File: config.mk
export PLATFORM = sky130hd
export DESIGN_NAME = trig_level_cursor
export DESIGN_NICKNAME = d
export VERILOG_FILES = /design/src/rtl/trig_level_cursor.sv
export SDC_FILE = /design/constraint.sdc
export NUM_CORES = 1
export LEC_CHECK = 0
export BUFFER_PORTS_ARGS = -buffer_cell sky130_fd_sc_hd__buf_4
export CAP_MARGIN = 20
export CORE_ASPECT_RATIO = 0.7
export CORE_MARGIN = 10
export CORE_UTILIZATION = 51
export DETAILED_ROUTE_END_ITERATION = 10
export PLACE_DENSITY = 0.73
export SLEW_MARGIN = 20
export SYNTH_ARGS = -nofsm -noshare
export SYNTH_HDL_FRONTEND = slang
export SYNTH_SLANG_ARGS = --single-unit
File: constraint.sdc
create_clock -name clk -period 2.2 [get_ports clk]
set_input_delay 0.33 -clock clk [delete_from_list [all_inputs] [get_ports clk]]
set_output_delay 0.33 -clock clk [all_outputs]
set_load 0.005 [all_outputs]
File: src/rtl/trig_level_cursor.sv
// trig_level_cursor
//   Converts the on-screen trigger cursor row (8-bit screen level domain)
//   back into a 14-bit ADC trigger threshold for the current vertical
//   scale. The cursor is moved with up/down buttons (with auto-repeat),
//   the cursor-line pixel is produced for the VGA generator, and the
//   threshold is handed to the trigger unit over a valid/ready handshake.
//
//   Optional build macro: TRIG_MIDBIN_EN
//     defined   -> threshold sits mid-bin (adds 1 << (6 + shift))
//     undefined -> threshold is the lower bin edge
//
// Ports:
//   clk          system clock, rising edge
//   rst_n        asynchronous active-low reset
//   shift        vertical scale select 0..3
//   btn_up       debounced level, held = increment row
//   btn_down     debounced level, held = decrement row
//   scan_row     screen level of the pixel being drawn
//   scan_active  visible-pixel flag
//   cursor_row   current cursor row
//   cursor_pix   cursor-line pixel (registered)
//   trig_level   ADC threshold presented to the trigger unit
//   level_valid  trig_level holds an unaccepted value
//   level_ready  trigger unit accepts trig_level
module trig_level_cursor #(
    parameter int ROW_RESET    = 64,
    parameter int ROW_MAX      = 255,
    parameter int REPEAT_DELAY = 12500000,
    parameter int REPEAT_RATE  = 1250000,
    parameter int CNT_W        = 24
) (
    input  logic        clk,
    input  logic        rst_n,
    input  logic [1:0]  shift,
    input  logic        btn_up,
    input  logic        btn_down,
    input  logic [7:0]  scan_row,
    input  logic        scan_active,
    output logic [7:0]  cursor_row,
    output logic        cursor_pix,
    output logic [13:0] trig_level,
    output logic        level_valid,
    input  logic        level_ready
);

    localparam logic [7:0]       ROW_RST_V = 8'(ROW_RESET);
    localparam logic [7:0]       ROW_MAX_V = 8'(ROW_MAX);
    localparam logic [CNT_W-1:0] DELAY_LD  = CNT_W'(REPEAT_DELAY - 1);
    localparam logic [CNT_W-1:0] RATE_LD   = CNT_W'(REPEAT_RATE - 1);
    localparam logic [13:0]      LEVEL_MAX = 14'h3FFF;

    typedef enum logic [1:0] {IDLE, DELAY, REPEAT} btn_state_t;

    // Screen-row offset that undoes the forward scaler's centring.
    function automatic logic signed [9:0] row_offset(input logic [1:0] sh);
        case (sh)
            2'd0:    return 10'sd4;
            2'd1:    return -10'sd28;
            2'd2:    return -10'sd44;
            default: return -10'sd52;
        endcase
    endfunction

    // Scale back to the ADC domain and clamp to the 14-bit range.
    function automatic logic [13:0] sat_level(input logic signed [9:0] d,
                                              input logic [1:0]        sh);
        logic signed [20:0] w;
        w = 21'(d);
        w = w <<< (5'd7 + 5'(sh));
`ifdef TRIG_MIDBIN_EN
        w = w + (21'sd1 <<< (5'd6 + 5'(sh)));
`else
        w = w + 21'sd0;
`endif
        if (d < 0)
            return 14'd0;
        else if (w > 21'sd16383)
            return LEVEL_MAX;
        else
            return w[13:0];
    endfunction

    // One clamped step; at a limit the row simply stays put.
    function automatic logic [7:0] step_row(input logic [7:0] row, input logic up);
        if (up)
            return (row < ROW_MAX_V) ? row + 8'd1 : row;
        else
            return (row > 8'd0) ? row - 8'd1 : row;
    endfunction

    btn_state_t       state;
    logic [CNT_W-1:0] cnt;
    logic             one_btn;

    logic [1:0]        shift_p0;
    logic signed [9:0] d_p1;
    logic [1:0]        shift_p1;
    logic              vld_p1;
    logic [13:0]       level_p2;
    logic [1:0]        shift_p2;
    logic              vld_p2;
    logic [1:0]        shift_out;
    logic              has_new;

    assign one_btn = btn_up ^ btn_down;

    // Button FSM: step on press, wait REPEAT_DELAY, then step every
    // REPEAT_RATE. Release or both buttons abort without stepping.
    always_ff @(posedge clk or negedge rst_n) begin
        if (!rst_n) begin
            state      <= IDLE;
            cnt        <= '0;
            cursor_row <= ROW_RST_V;
        end else begin
            case (state)
                IDLE: begin
                    if (one_btn) begin
                        cursor_row <= step_row(cursor_row, btn_up);
                        cnt        <= DELAY_LD;
                        state      <= DELAY;
                    end
                end
                DELAY, REPEAT: begin
                    if (!one_btn) begin
                        state <= IDLE;
                    end else if (cnt == '0) begin
                        cursor_row <= step_row(cursor_row, btn_up);
                        cnt        <= RATE_LD;
                        state      <= REPEAT;
                    end else begin
                        cnt <= cnt - CNT_W'(1);
                    end
                end
                default: state <= IDLE;
            endcase
        end
    end

    always_ff @(posedge clk or negedge rst_n) begin
        if (!rst_n) begin
            shift_p0 <= 2'd0;
            d_p1     <= '0;
            shift_p1 <= 2'd0;
            vld_p1   <= 1'b0;
            level_p2 <= 14'd0;
            shift_p2 <= 2'd0;
            vld_p2   <= 1'b0;
        end else begin
            // p0: shift registered alongside cursor_row
            shift_p0 <= shift;
            // p1: signed row offset
            d_p1     <= $signed({2'b00, cursor_row}) + row_offset(shift_p0);
            shift_p1 <= shift_p0;
            vld_p1   <= 1'b1;
            // p2: scale and saturate
            level_p2 <= sat_level(d_p1, shift_p1);
            shift_p2 <= shift_p1;
            vld_p2   <= vld_p1;
        end
    end

    // The pending copy is level_p2 itself (latest wins); it is pending when
    // it differs from what the output register last took, in value or scale.
    assign has_new = vld_p2 && ((level_p2 != trig_level) || (shift_p2 != shift_out));

    always_ff @(posedge clk or negedge rst_n) begin
        if (!rst_n) begin
            trig_level  <= 14'd0;
            shift_out   <= 2'd0;
            level_valid <= 1'b0;
        end else if (!(level_valid && !level_ready)) begin
            if (has_new) begin
                trig_level  <= level_p2;
                shift_out   <= shift_p2;
                level_valid <= 1'b1;
            end else begin
                level_valid <= 1'b0;
            end
        end
    end

    always_ff @(posedge clk or negedge rst_n) begin
        if (!rst_n)
            cursor_pix <= 1'b0;
        else
            cursor_pix <= scan_active && (scan_row == cursor_row);
    end

endmodule

Word-level counts from Yosys, hierarchy flattened
Cells that the tools add are included.
- add/subtract/negate cells: 5
- order comparisons: 4
- equality and inequality tests: 11
- shift operators: 1
- muxes and demuxes: 19
- bitwise logic cells: 2
- reductions and logical operators: 14
- operator list (kind ; count):
    $mux 24 ; 3
    $mux 8 ; 6
    $pmux 24 s2 ; 1
    $pmux 10 s3 ; 1
    $mux 14 ; 2
    $logic_not 24->1 ; 1
    $sub 24x1->24 const B ; 1
    $gt 21x15->1 const B ; 1
    $sshl 10x4->21 ; 1
    $pmux 8 s2 ; 1
    $ne 14x14->1 ; 1
    $add 9x10->10 ; 1
    $lt 10x1->1 const B ; 1
    $add 8x1->8 const B ; 1
    $eq 8x8->1 ; 1
    $gt 8x1->1 const B ; 1
    $lt 8x8->1 const B ; 1
    $sub 8x1->8 const B ; 1
    $mux 2 ; 3
    $ne 2x2->1 const B ; 3
    $add 3x2->4 const A ; 1
    $eq 2x1->1 const B ; 2
    $eq 2x2->1 const B ; 2
    $logic_not 2->1 ; 2
    14 further kinds ; 17
- register bits after elaboration: 84
- input port bits: 16

Longest topological paths before layout
- depth in word-level cells: 6
- depth in mapped cells: 9
- gate-level depth less buffers: 9

Worst setup path after synthesis
Ideal clock, no wire load.
- path type: flip-flop to flip-flop
- start: reg shift_p1[0]
- end: reg level_p2[9]
- arrival: 2216 ps
- data required time: 2117 ps
- path slack: -98 ps
- cell stages (with the launch flop): 9
- period minus slack after synthesis: 2298 ps
- path through: dfrtp_1 > clkinv_1 > ha_1 > clkbuf_1 > buf_1 > a21oi_1 > mux2_2 > mux2_2 > o21ai_0
- longest elaborated chain between the ends: 5
- ends and longest elaborated chain (what ; line ; RTL):
    start: declaration ; 97 ; logic [1:0] shift_p1;
    start signal: assignment ; 153 ; shift_p1 <= shift_p0;
    $add 3x2->4 (*) ; 69 ; w = w <<< (5'd7 + 5'(sh));
    $sshl 10x4->21 (*) ; 69 ;
    $gt 21x15->1 ; 77 ; else if (w > 21'sd16383)
    $mux 14 (*) ; 77 ;
    $mux 14 (*) ; 75 ; if (d < 0)
    end signal: assignment ; 156 ; level_p2 <= sat_level(d_p1, shift_p1);
    end: declaration ; 99 ; logic [13:0] level_p2;
Mark *: on every way between the ends. The rest lies on a longest branch, timed or not.
A chain may end at the register's enable or synchronous reset.

Worst setup path in the final report
- start: reg cnt[4]
- end: reg cursor_row[1]
- longest elaborated chain between the ends: 3
- ends and longest elaborated chain (what ; line ; RTL):
    start: declaration ; 92 ; logic [CNT_W-1:0] cnt;
    start signal: assignment ; 131 ; cnt <= cnt - CNT_W'(1);
    $logic_not 24->1 ; 126 ; end else if (cnt == '0) begin
    $ne 2x2->1 (no line) ; n/a ;
    $reduce_and 4->1 (no line) ; n/a ;
    end signal: assignment ; 118 ; cursor_row <= step_row(cursor_row, btn_up);
    end signal: assignment ; 127 ; cursor_row <= step_row(cursor_row, btn_up);
    end: declaration ; 39 ; output logic [7:0] cursor_row,
Every way passes these cells.

==> impl_metrics.prom <==
# TYPE chip_impl_metric gauge
chip_impl_metric{name="synth_area_per_cell",unit="µm²"} 9.996
chip_impl_info{name="critPathKind",value="reg2reg"} 1
chip_impl_info{name="path_cells",value="or3_1 > or4_4 > o21ai_4 > nand4_4 > mux2_2"} 1
chip_impl_metric{name="antenna-diode-count",unit=""} 0
chip_impl_metric{name="cts_setup_buffers",unit=""} 0
chip_impl_metric{name="syn2layout_area_growth",unit="%"} 22.84
chip_impl_metric{name="clkTransAtPathRegs",unit="ns"} 0.06
chip_impl_metric{name="postRouteAntennaNets",unit=""} 0
chip_impl_metric{name="mappedNetlistNets",unit=""} 486
chip_impl_info{name="cp_launch_type",value="flip-flop"} 1
chip_impl_metric{name="synth.yosys.warnings",unit=""} 0
chip_impl_metric{name="vias",unit=""} 3633
chip_impl_metric{name="setup-tns-final",unit="ns"} 0
chip_impl_metric{name="switching_share",unit=""} 0.3656
chip_impl_metric{name="number_of_ports_placed_on_the_die_boundary",unit=""} 40
chip_impl_metric{name="p_int",unit="W"} 0.004336
chip_impl_metric{name="ff_latch_area",unit="mm²"} 0.002103
chip_impl_metric{name="global_route.usage.total",unit=""} 0.1635
chip_impl_info{name="critPathSlowestCell",value="sky130_fd_sc_hd__or4_4"} 1
chip_impl_metric{name="timing.final.ws_setup",unit="ns"} 0.04638
chip_impl_metric{name="rrSetupSlack",unit="ns"} 0.05
chip_impl_metric{name="critical_path.max_fanout",unit=""} 5
chip_impl_info{name="cts.root.buffer_cell",value="sky130_fd_sc_hd__clkbuf_16"} 1
chip_impl_metric{name="final_cell_area",unit="mm²"} 0.005538
chip_impl_metric{name="nets",unit=""} 565
chip_impl_info{name="yosysMostFrequentCell",value="sky130_fd_sc_hd__dfrtp_1"} 1
chip_impl_metric{name="place_congestion",unit=""} 0.8912
chip_impl_metric{name="coreArea",unit="mm²"} 0.008548
chip_impl_metric{name="grt_pass1_wl",unit="mm"} 17.86
chip_impl_metric{name="ctsHtreeMaxLevel",unit=""} 3
chip_impl_metric{name="cts-hold-fix-buffers",unit=""} 0
chip_impl_metric{name="dpl_cell_area",unit="mm²"} 0.005213
chip_impl_metric{name="wl_per_cell",unit="µm"} 15.63
chip_impl_metric{name="timing.final.crit_share",unit=""} 0.9789
chip_impl_metric{name="detailed_place_hpwl",unit="mm"} 7.401
chip_impl_metric{name="synth-edff-count",unit=""} 0
chip_impl_metric{name="pwr-share-seq",unit=""} 0.366
chip_impl_metric{name="placement.io_buffers",unit=""} 39
chip_impl_metric{name="minimum_setup_slack_after_placement",unit="ns"} -0.05888
chip_impl_metric{name="die_width",unit="µm"} 132.4
chip_impl_info{name="synth_largest_area_cell",value="sky130_fd_sc_hd__dfrtp_1"} 1
chip_impl_metric{name="finClkSkew",unit="ns"} 0.008449
chip_impl_metric{name="final_layout_size_suffix_gt1_frac",unit=""} 0.2467
chip_impl_metric{name="ir_worst_vdd",unit="mV"} 0.7992
chip_impl_info{name="end_kind",value="flip-flop"} 1
chip_impl_metric{name="drt_first_pass_iters",unit=""} 5
chip_impl_metric{name="worst_skew_pair.late_latency",unit="ns"} 0.34
chip_impl_metric{name="setup_viol",unit=""} 0
chip_impl_metric{name="globalRoute.totalOverflow",unit=""} 0
chip_impl_metric{name="max-clock-path-buffers",unit=""} 2
chip_impl_metric{name="postSynth.asyncResetShare",unit=""} 1.000
chip_impl_metric{name="syn_area",unit="mm²"} 0.004508
chip_impl_metric{name="crit_path_max_incr_delay",unit="ns"} 0.55
chip_impl_metric{name="antenna_violations_before_repair",unit=""} 0
chip_impl_metric{name="leakage_power_of_the_design",unit="nW"} 2.380
chip_impl_metric{name="fill_cells",unit=""} 699
chip_impl_metric{name="grt_max_degree",unit=""} 85
chip_impl_metric{name="post-route-min-period",unit="ns"} 2.154
chip_impl_metric{name="ys_seq_elements",unit=""} 84
chip_impl_metric{name="die-area",unit="mm²"} 0.01306
chip_impl_metric{name="routed_via_density",unit=""} 5.547
chip_impl_metric{name="drtIter0Drc",unit=""} 305
chip_impl_metric{name="detail_route.wirelength",unit="mm"} 10.24
chip_impl_metric{name="timing.critical_path.arrival",unit="ns"} 2.38
chip_impl_metric{name="clock.fmax",unit="GHz"} 0.4643
chip_impl_metric{name="totalPowerFinal",unit="W"} 0.006834
chip_impl_metric{name="drc",unit=""} 0
chip_impl_metric{name="power_frac_clock",unit=""} 0.209
chip_impl_metric{name="yosysSeqAreaShare",unit=""} 0.4666
chip_impl_info{name="min_path_type",value="in2async"} 1
chip_impl_metric{name="final-hold-violation-count",unit=""} 0
chip_impl_metric{name="multi_input_area",unit="mm²"} 0.002300
chip_impl_info{name="status",value="complete, no violations"} 1
chip_impl_metric{name="drv_slew",unit=""} 0
chip_impl_metric{name="tritoncts_num_sinks",unit=""} 84
chip_impl_info{name="clock_tree_from_tritoncts",value="yes"} 1
chip_impl_info{name="synth.top_cells.by_area",value="sky130_fd_sc_hd__dfrtp_1, sky130_fd_sc_hd__xnor2_1, sky130_fd_sc_hd__mux2_2, sky130_fd_sc_hd__ha_1, sky130_fd_sc_hd__o21ai_0"} 1
chip_impl_metric{name="postSynthCellCount",unit=""} 451
chip_impl_metric{name="die_y",unit="µm"} 98.66
chip_impl_metric{name="placementRows",unit=""} 28
chip_impl_metric{name="cap_violations",unit=""} 0
chip_impl_metric{name="yosys.area.top_type_share",unit=""} 0.4607
chip_impl_metric{name="share_comb_of_total_power",unit=""} 0.424
chip_impl_metric{name="vias_in_the_first_global_route",unit=""} 3700
chip_impl_metric{name="worstPathRequired",unit="ns"} 2.42
chip_impl_metric{name="floorplan.initialDensity",unit=""} 0.5274
chip_impl_metric{name="synth.distinct_cells",unit=""} 52
chip_impl_metric{name="numCtsBuffers",unit=""} 9
chip_impl_info{name="synth_commonest_cells",value="sky130_fd_sc_hd__dfrtp_1, sky130_fd_sc_hd__nor2_1, sky130_fd_sc_hd__o21ai_0"} 1
chip_impl_info{name="synthFlopType",value="sky130_fd_sc_hd__dfrtp_1"} 1
chip_impl_metric{name="p_switching",unit="W"} 0.002498
chip_impl_metric{name="power_density",unit="mW/mm²"} 1234
==> worst paths after layout <==
kind	endpoint	cells after the start	start
min	trig_level[5]$_DFFE_PN0P_	2	rst_n
max in group asynchronous	cursor_row[6]$_DFFE_PN1P_	2	rst_n
max reg2reg	cursor_row[1]$_DFFE_PN0P_	5	cnt[4]$_DFFE_PN0P_
min in group clk	shift_p0[0]$_DFF_PN0_	1	shift[0]
min reg2reg	vld_p2$_DFF_PN0_	0	vld_p1$_DFF_PN0_
max	cursor_row[1]$_DFFE_PN0P_	5	cnt[4]$_DFFE_PN0P_
==> state kept, by name, indices dropped and copies added, names as in the netlist, 2 cells and up <==
| signal | cells |
|---|---|
| level_p2 | 14 |
| shift_out | 2 |
| cursor_row | 8 |
| cnt | 24 |
| d_p1 | 10 |
| shift_p1 | 2 |
| shift_p0 | 2 |
| state | 2 |
| shift_p2 | 2 |
| trig_level | 14 |
==> metrics by stage <==
step                      cells  hold WS, ns  utilization
final                       655     0.009876       0.6478
after global routing        655      0.02817       0.6478
after CTS                   654      0.03381       0.6445
after detailed placement    638       0.3457       0.6098
after global placement      638       0.3328       0.6098
after floorplan             451      0.03441            -
==> layer usage <==
layer  GRT usage  wire length (µm)
met1      0.2304              5078
met4     0.04722                89
met5           0                 0
met3     0.05933               807
met2      0.2291              4263
==> layout by cell type (no fill, tap or decap), types with 4 or more instances in the layout <==
master                       n
sky130_fd_sc_hd__a21o_1      5
sky130_fd_sc_hd__a21oi_1    32
sky130_fd_sc_hd__a31oi_1     7
sky130_fd_sc_hd__buf_4      77
sky130_fd_sc_hd__clkbuf_16   9
sky130_fd_sc_hd__dfrtp_1    83
sky130_fd_sc_hd__ha_1       17
sky130_fd_sc_hd__inv_1      22
sky130_fd_sc_hd__mux2_2     21
sky130_fd_sc_hd__mux2i_1     5
sky130_fd_sc_hd__nand2_1    30
sky130_fd_sc_hd__nand3_1    10
sky130_fd_sc_hd__nand4_1     9
sky130_fd_sc_hd__nor2_1     40
sky130_fd_sc_hd__nor2b_1     6
sky130_fd_sc_hd__nor3_1     12
sky130_fd_sc_hd__nor4_1      7
sky130_fd_sc_hd__o21a_1      6
sky130_fd_sc_hd__o21ai_0    35
sky130_fd_sc_hd__o22a_1      5
sky130_fd_sc_hd__o31ai_1     4
sky130_fd_sc_hd__or3_1       4
sky130_fd_sc_hd__xnor2_1    29
sky130_fd_sc_hd__xor2_1     10
==> logic make-up (layout without fill, tap and decap cells) <==
group	Yosys count	in the layout	synth area share
and+or+nand+nor	134	135	0.1460
AOI/OAI and AO/OA	110	110	0.1488
DFF	84	84	0.4666
xor gates and xnor gates	39	39	0.07577
buffers and inverters	35	118	0.03081
muxes	29	29	0.07522
adders and majority gates	19	19	0.05606
other	1	1	0.0008318
==> power groups by stage <==
stage	Clock [W]	Sequential, W	Combinational [W]
6_report	0.00143	0.00250	0.00290
5_1_grt	0.00153	0.00259	0.00324
3_5_place_dp	0	0.00253	0.00285
3_3_place_gp	0	0.00251	0.00276
2_1_floorplan	0	0.00249	0.00183
4_1_cts	0.00146	0.00250	0.00288
==> worst max-delay path, delay by kind of cell, from the launching register on <==
kind | cells | cell delay [ns]
and+or+nand+nor | 3 | 1.11
DFF | 1 | 0.37
muxes | 1 | 0.33
AOI/OAI and AO/OA | 1 | 0.23
==> repair_timing <==
| item | 4_1_cts | 5_1_grt |
|---|---|---|
| resized for setup | 1 | 6 |
| cloned | 0 | 1 |
| pin swaps | 0 | 2 |
| setup endpoints to repair | 5 | 10 |
==> area by class of cell <==
class,instances,share of cell area
Clock buffer,10,0.04315
Clock inverter,6,0.008812
Inverter,23,0.01582
Multi-Input combinational cell,333,0.4153
Sequential cell,84,0.3798
Tap cell,120,0.02711
Timing Repair Buffer,79,0.1100
(Power assumes the default switching activity.)
